**config.mk**
```make
export PLATFORM = sky130hd
export DESIGN_NAME = fetch_stage
export DESIGN_NICKNAME = d
export VERILOG_FILES = /design/src/rtl/fetch_stage.sv
export SDC_FILE = /design/constraint.sdc
export NUM_CORES = 1
export LEC_CHECK = 0
export CELL_PAD_IN_SITES_DETAIL_PLACEMENT = 0
export CELL_PAD_IN_SITES_GLOBAL_PLACEMENT = 1
export CORE_MARGIN = 2
export CORE_UTILIZATION = 30
export DETAILED_ROUTE_END_ITERATION = 8
export PLACE_DENSITY_LB_ADDON = 0.1
export SYNTH_ARGS = -nofsm -noshare
export SYNTH_HDL_FRONTEND = slang
export SYNTH_SLANG_ARGS = --single-unit
```
**constraint.sdc**
```tcl
create_clock -name clk -period 2.5 [get_ports clk]
set_input_delay 0.5 -clock clk [delete_from_list [all_inputs] [get_ports clk]]
set_output_delay 0.5 -clock clk [all_outputs]
set_load 0.02 [all_outputs]
```
**src/rtl/fetch_stage.sv**
```systemverilog
// Instruction fetch stage: a single outstanding word read, a registered IF/ID latch,
// redirect with stale-response discard, and a halt on memory error or misaligned target.
module fetch_stage #(
    parameter logic [31:0] RESET_PC = 32'h0000_0000
) (
    input  logic        clk,
    input  logic        rst_n,
    input  logic        stall,
    input  logic        redirect_en,
    input  logic [31:0] redirect_pc,
    output logic [36:0] mem_read_req,
    input  logic [65:0] mem_read_rsp,
    output logic [64:0] if_id,
    output logic        fault
);
    // mem_read_req = {addr[31:0], mask[3:0], en}; mem_read_rsp = {addr, data, valid, done};
    // if_id = {inst[31:0], pc[31:0], valid}
    localparam logic [3:0]  MEM_REQ_WORD_MASK = 4'hF;
    localparam logic [36:0] MEM_READ_REQ_RST  = 37'd0;
    localparam logic [64:0] IF_ID_RST         = 65'd0;

    typedef enum logic [1:0] {
        ST_REQ  = 2'd0,
        ST_WAIT = 2'd1,
        ST_OUT  = 2'd2,
        ST_HALT = 2'd3
    } state_e;

    state_e      state_q, state_d;
    logic [31:0] pc_q, pc_d;
    logic        discard_q, discard_d;
    logic        fault_q, fault_d;
    logic [31:0] inst_q, inst_d;
    logic [31:0] id_pc_q, id_pc_d;
    logic        id_valid_q, id_valid_d;

    logic        rsp_done_s;
    logic        rsp_valid_s;
    logic [31:0] rsp_data_s;
    logic        redir_ok_s;
    logic        redir_bad_s;
    logic        issue_s;
    logic        unused_rsp_addr_s;

    assign rsp_done_s        = mem_read_rsp[0];
    assign rsp_valid_s       = mem_read_rsp[1];
    assign rsp_data_s        = mem_read_rsp[33:2];
    assign unused_rsp_addr_s = ^mem_read_rsp[65:34];
    assign redir_ok_s        = redirect_en && (redirect_pc[1:0] == 2'b00);
    assign redir_bad_s       = redirect_en && (redirect_pc[1:0] != 2'b00);

    // A misaligned redirect in REQ suppresses the request so that nothing is left outstanding.
    assign issue_s      = rst_n && (state_q == ST_REQ) && !redir_bad_s;
    assign mem_read_req = issue_s ? {pc_q, MEM_REQ_WORD_MASK, 1'b1} : MEM_READ_REQ_RST;
    assign if_id        = {inst_q, id_pc_q, id_valid_q};
    assign fault        = fault_q;

    // Next-state logic: redirect outranks stall and memory responses in every state.
    always_comb begin
        state_d    = state_q;
        pc_d       = pc_q;
        discard_d  = discard_q;
        fault_d    = fault_q;
        inst_d     = inst_q;
        id_pc_d    = id_pc_q;
        id_valid_d = id_valid_q;
        case (state_q)
            ST_REQ: begin
                // A stale response left over from before a reset is consumed here.
                discard_d = discard_q && !rsp_done_s;
                if (redir_bad_s) begin
                    fault_d    = 1'b1;
                    id_valid_d = 1'b0;
                    state_d    = ST_HALT;
                end else if (redir_ok_s) begin
                    pc_d       = redirect_pc;
                    discard_d  = 1'b1;
                    id_valid_d = 1'b0;
                    state_d    = ST_WAIT;
                end else begin
                    state_d = ST_WAIT;
                end
            end
            ST_WAIT: begin
                if (redir_bad_s) begin
                    fault_d    = 1'b1;
                    id_valid_d = 1'b0;
                    discard_d  = !rsp_done_s;
                    state_d    = ST_HALT;
                end else if (redir_ok_s) begin
                    pc_d       = redirect_pc;
                    id_valid_d = 1'b0;
                    discard_d  = !rsp_done_s;
                    state_d    = rsp_done_s ? ST_REQ : ST_WAIT;
                end else if (rsp_done_s) begin
                    if (discard_q) begin
                        discard_d = 1'b0;
                        state_d   = ST_REQ;
                    end else if (rsp_valid_s) begin
                        inst_d     = rsp_data_s;
                        id_pc_d    = pc_q;
                        id_valid_d = 1'b1;
                        pc_d       = pc_q + 32'd4;
                        state_d    = ST_OUT;
                    end else begin
                        fault_d    = 1'b1;
                        id_valid_d = 1'b0;
                        state_d    = ST_HALT;
                    end
                end else begin
                    state_d = ST_WAIT;
                end
            end
            ST_OUT: begin
                if (redir_bad_s) begin
                    fault_d    = 1'b1;
                    id_valid_d = 1'b0;
                    state_d    = ST_HALT;
                end else if (redir_ok_s) begin
                    pc_d       = redirect_pc;
                    id_valid_d = 1'b0;
                    state_d    = ST_REQ;
                end else if (!stall) begin
                    id_valid_d = 1'b0;
                    state_d    = ST_REQ;
                end else begin
                    state_d = ST_OUT;
                end
            end
            ST_HALT: begin
                discard_d = discard_q && !rsp_done_s;
                if (redir_ok_s) begin
                    pc_d       = redirect_pc;
                    fault_d    = 1'b0;
                    id_valid_d = 1'b0;
                    state_d    = (discard_q && !rsp_done_s) ? ST_WAIT : ST_REQ;
                end else begin
                    state_d = ST_HALT;
                end
            end
            default: begin
                fault_d    = 1'b1;
                id_valid_d = 1'b0;
                state_d    = ST_HALT;
            end
        endcase
    end

    // State registers; reset remembers an abandoned in-flight read so its late response is dropped.
    always_ff @(posedge clk) begin
        if (!rst_n) begin
            state_q                           <= ST_REQ;
            pc_q                              <= RESET_PC;
            discard_q                         <= (discard_q || (state_q == ST_WAIT)) && !rsp_done_s;
            fault_q                           <= 1'b0;
            {inst_q, id_pc_q, id_valid_q}     <= IF_ID_RST;
        end else begin
            state_q    <= state_d;
            pc_q       <= pc_d;
            discard_q  <= discard_d;
            fault_q    <= fault_d;
            inst_q     <= inst_d;
            id_pc_q    <= id_pc_d;
            id_valid_q <= id_valid_d;
        end
    end
endmodule
```
==> results of run 1 <==
## path summary, 6_finish.rpt
check / end / startpoint / depth (start not counted) / slack, ps
setup / recovery: mem_read_req[29] / redirect_pc[1] / 9 / 20
setup reg to reg: pc_q[28] / pc_q[2] / 6 / 360
hold / removal: inst_q[29] / inst_q[29] / 2 / 450
hold reg to reg: inst_q[29] / inst_q[29] / 2 / 450
## worst max-delay path: cells and delay by family
family,cells,cell delay (ps)
buffers and inverters,5,810
AO/OA/AOI/OAI,1,170
AND/OR/NAND/NOR,3,490
## metal layers
layer / wire length, µm / up-vias
li1: - / 2530
met1: 7654 / 2436
met2: 7987 / 162
met3: 930 / 19
met4: 296 / 0
met5: 0 / -
## sequential cells by signal, indices dropped and copies added, names as in the netlist
name and count:
discard_q 1, fault 1, id_pc_q 32, id_valid_q 1
inst_q 32, pc_q 32, state_q 2
## logic make-up (layout without fill, tap and decap cells)
logic type / count (synthesis) / after routing / synth area share
muxes: 2 / 2 / 0.004744
and+or+nand+nor: 285 / 285 / 0.2855
DFF: 101 / 101 / 0.4280
adders and majority gates: 1 / 1 / 0.002635
buffers and inverters: 61 / 248 / 0.06009
AOI/OAI and AO/OA: 170 / 170 / 0.2190
## area by class of cell
cell class / count / area share
Clock buffer: 11 / 0.03382
Clock inverter: 5 / 0.01116
Inverter: 3 / 0.001569
Multi-Input combinational cell: 458 / 0.3445
Sequential cell: 101 / 0.2831
Tap cell: 211 / 0.03679
Timing Repair Buffer: 229 / 0.2891
## cell usage in the layout, fill, tap and decap left out, types with 3 or more instances in the layout
cell / synthesis / layout
o211ai_1: 5 / 5
buf_6: 1 / 7
a41oi_1: 3 / 3
a22oi_1: 3 / 3
o31ai_1: 3 / 3
nand2_1: 156 / 155
nor4_1: 3 / 3
nor2b_1: 3 / 3
and3_1: 13 / 13
and4_1: 5 / 5
buf_2: 12 / 14
nor3_1: 10 / 9
dfxtp_1: 100 / 100
a21oi_1: 86 / 86
clkbuf_2: 0 / 10
buf_12: 0 / 3
nand3_1: 14 / 14
clkdlybuf4s15_2: 0 / 3
or3_1: 5 / 5
and2_1: 36 / 34
o21ai_0: 24 / 23
or4_1: 4 / 4
a32oi_1: 4 / 4
o221a_2: 4 / 4
nor2_1: 19 / 18
a31oi_1: 10 / 10
clkdlybuf4s50_1: 0 / 132
nand2b_1: 3 / 3
nand4_1: 8 / 8
buf_4: 9 / 52
dlygate4sd2_1: 0 / 8
a311oi_1: 8 / 8
clkbuf_16: 0 / 9
## stage by stage
stage	setup slack [ps]	instances	cell area, µm²	hold WS [ps]	setup TNS [ps]
finish	22.56	1018	7177	454.2	0
global route	-44.46	1018	7177	469.8	-201.8
CTS	-56.44	1014	7263	458.4	-644.5
detailed placement	-534.6	991	6872	448.7	-23800
global placement	-477.8	991	6872	441.2	-20570
floorplan	275.0	620	4747	435.8	0
## report_power, final
part	switching, mW	internal (mW)
Sequential	0.0672	1.66
Clock	0.649	0.909
Combinational	0.310	0.309
Total	1.03	2.88
## what timing repair did
item,CTS,global route
setup buffers,5,4
gates resized for setup,89,54
endpoints found under the setup margin,37,33
cloned,2,1
pin swaps,0,2
==> results.toml, run 1 <==
[floorplanning]
design.core.area_um2 = 15310
die_x_um = 129.8
dieArea_um2 = 16850
row_count = 45
start_util = 0.3100
die_y_um = 129.8
ios = 205

[clocking]
cts.sinks = 101
cts_tree = "yes"
htreeDepth = 3
clk_pin_slew_ps = 70
holdBufCountCts = 0
numCtsBuffers = 9
clk_latency_ps = 350
cts_root_buffer = "clkbuf_16"
cts.path.max_buffers = 2

[place]
gp_congestion = 0.8139
dpl.hpwl_um = 11530
portBuffers = 172

[timing]
setup_viol = 0
slew_violations = 0
fmax_mhz = 403.6
worst_slew_pin_slew_ps = 979.9
fin_crit_sh = 0.9910
fin_skew_ps = 6.300
max_slew_margin = 0.3467
rsz0062_at_grt = "true"
period_needed_ps = 2477
timing_hold_violations_final = 0

[synthesis]
synth_edf_count = 1
synth_cell_types = 53
synth_top_cell_area_share = 0.4217
postSynthCellCount = 620
ys_top_cells_by_area = "dfxtp_1 42%, nand2_1 12%, a21oi_1 9.1%"
synth_most_common_cell = "nand2_1"
synth_area_um2 = 4747
synth_seq_cells = 101
async_flop_share = 0
syn-num-nets = 723
yosysWarnings = 0
seq_area_frac_synth = 0.4280
synth_flop_cell = "dfxtp_1"
synth.top_cells.by_count = "156 x nand2_1, 100 x dfxtp_1, 86 x a21oi_1, 36 x and2_1, 31 x clkbuf_1"
avgSynthCellArea_um2 = 7.657
synth_largest_area_cell = "dfxtp_1"

[global_routing]
grt_pass1_wl_um = 25380
grt_pass1_vias = 4729
use_met1 = 0.2589
grt_max_degree = 84
antenna_found_initial = 0
grt_use_met3 = 0.04551
grt-busiest-layer = "met2"
grtUsageMet2 = 0.3151
grt.overflow.total = 0
grt_usage = 0.1948

[setup_path]
critical_path_class = "input port to output port"
cp-end-kind = "output port"
startpoint_type = "input port"
cp.required_ps = 2000
cp_slowest_stage_delay_ps = 250
cp.arrival_ps = 1980
cp_slowest_cell = "dlygate4sd2_1"
worstPathMaxFanout = 6
crit_chain = "dlygate4sd2_1 > o21ai_2 > nand2b_1 > nor3_4 > buf_4 > buf_4 > buf_6 > and2_4 > buf_6"

[detailed_routing]
drt-initial-drc-count = 331
drc_errors = 0
vias = 5147
drtAntennaViolNets = 0
post_drt_wl_per_cell_um = 16.57
drt-total-wl_um = 16870
drt_first_pass_iters = 5
vias_per_cell = 5.056

[layout]
seq_area_um2 = 2032
drive_above_1_share = 0.1499
multi_input_area_um2 = 2472
finalNetCount = 905
area_growth_pct = 51.19
final_util = 0.4686
n_antenna_cell = 0
n_fill_cell = 1576

[run_status]
status = "complete, no violations"

[flow_run]
cap_violations = 0

[power_and_ir_drop]
p_per_area_nw_per_um2 = 544.3
power.leakage_nw = 2.627
total_power_mw = 3.906
ir_drop_mv = 0.2922

[min_path]
worst_hold_path_type = "flip-flop to flip-flop"
No activity file was read; power rests on OpenSTA's default activity.
==> run 2, diff against run 1 <==
CORE_ASPECT_RATIO = 0.6   (was default)
SKIP_CTS_REPAIR_TIMING = 1   (was default)
==> run 2 against run 1 <==
Effect of this change: final area up 1.1%; highest routed layer unchanged; non-clock buffer count down 3; sequential cell count unchanged; maximum frequency up 6.9%; critical endpoint is now mem_read_req[6].
==> results.toml, run 2 (synthesized netlist as in run 1, its figures left out) <==
[place]
portBuffers = 172
place_area_um2 = 6917
dpl.hpwl_um = 12010
gp_congestion = 0.8539
dp_cells = 987

[setup_path]
startpoint_type = "input port"
cp_slowest_stage_delay_ps = 230
r2r_setup_slack_ps = 410
cp_top_family = "buffers and inverters"
cp-end-kind = "output port"
cpMostUsedCell = "dlymetal6s2s_1"
cp.arrival_ps = 1820
critical_path_class = "input port to output port"
cp_slowest_cell = "dlymetal6s2s_1"
crit_chain = "dlymetal6s2s_1 > o21ai_2 > nand2b_1 > nor3_4 > buf_4 > buf_6 > and2_1 > dlymetal6s2s_1"
cp.required_ps = 2000
critPathBufInv = 4
worstPathMaxFanout = 16

[layout]
layout_commonest_cell = "nand2_1"
n_fill_cell = 1543
top_regs = "id_pc_q x32, inst_q x32, pc_q x32"
area_growth_pct = 52.85
drive_above_1_share = 0.1231
finalNetCount = 902
mostFrequentLayoutCells = "155 x nand2_1, 131 x clkdlybuf4s50_1, 100 x dfxtp_1"
design_area_um2 = 7256
instances_no_fill = 1007
n_antenna_cell = 0
seq_area_um2 = 2032
multi_input_area_um2 = 2470

[clocking]
cts_tree = "yes"
cts.path.max_buffers = 2
clk_latency_ps = 350
htreeDepth = 3
cts.sinks = 101
numCtsBuffers = 9
cts_root_buffer = "clkbuf_16"
clk_pin_slew_ps = 80

[floorplanning]
row_count = 35
design.core.area_um2 = 15410
die_y_um = 101.4
die_x_um = 166.4
start_util = 0.3080
dieArea_um2 = 16880
ios = 205

[global_routing]
grt_pass1_wl_um = 26430
grt_max_degree = 85
grt_usage = 0.1964
grt_pass1_vias = 4817
antenna_found_initial = 0
grt.overflow.total = 0

[timing]
slew_violations = 0
timing_hold_violations_final = 0
fin_crit_sh = 0.9266
setup_viol = 0
period_needed_ps = 2317
fin_skew_ps = 12.82
worst_slew_pin_slew_ps = 963.4
max_slew_margin = 0.3578
rsz0062_at_grt = "false"
fmax_mhz = 431.7

[detailed_routing]
vias = 5134
drt-initial-drc-count = 429
drtAntennaViolNets = 0
drt-total-wl_um = 17050
vias_per_cell = 5.098
drc_errors = 0
drt_first_pass_iters = 5
post_drt_wl_per_cell_um = 16.93

[power_and_ir_drop]
power.leakage_nw = 2.993
p_per_area_nw_per_um2 = 514.7
ir_drop_mv = 0.3478

[min_path]
worst_hold_path_type = "flip-flop to flip-flop"

[run_status]
status = "complete, no violations"

[flow_run]
cap_violations = 0
-- run 2: through the flow --
step | setup WS (ps) | total power [mW] | util | TNS [ps] | hold WS (ps)
after CTS | -638.5 | 3.765 | 0.4670 | -22080 | 458.1
after global routing | 95.84 | 3.905 | 0.4707 | 0 | 473.0
after detailed placement | -623.0 | 2.385 | 0.4487 | -21880 | 447.4
final | 183.4 | 3.734 | 0.4707 | 0 | 455.8
after global placement | -533.1 | 2.371 | 0.4487 | -18480 | 441.0
after floorplan | 275.0 | 2.042 | - | 0 | 435.8
-- run 2: per-layer routing --
metal	part of all wire	global-route usage
met2	0.41	0.2851
met3	0.077	0.05432
met4	0.0050	0.03979
met1	0.51	0.2903
met5	0	0
-- run 2: where the power goes --
part	leakage, nW	switching (mW)	internal [mW]
Combinational	2.04	0.323	0.316
Sequential	0.821	0.0615	1.66
Clock	0.132	0.677	0.695
-- run 2: area by class of cell --
type	count	area share
clock buffers	10	0.03156
clock inverters	6	0.007243
inverters	3	0.001552
multi-input cells	458	0.3404
flip-flops and latches	101	0.2800
well taps	203	0.03501
repair buffers	226	0.3042
-- run 2: worst reg2reg max path: stages (launching register included) --
cell and delay [ps]:
dfxtp_1 490, ha_1 260, and3_1 220, and3_1 260, nand2_4 90, or4_1 500, a31oi_1 180
-- run 2: worst paths after layout --
kind	end	from	cells past startpoint
worst max-delay path	mem_read_req[6]	redirect_pc[0]	8
worst min-delay path	inst_q[6]	inst_q[6]	2
worst max register to register	pc_q[30]	pc_q[2]	6
worst min register to register	inst_q[6]	inst_q[6]	2
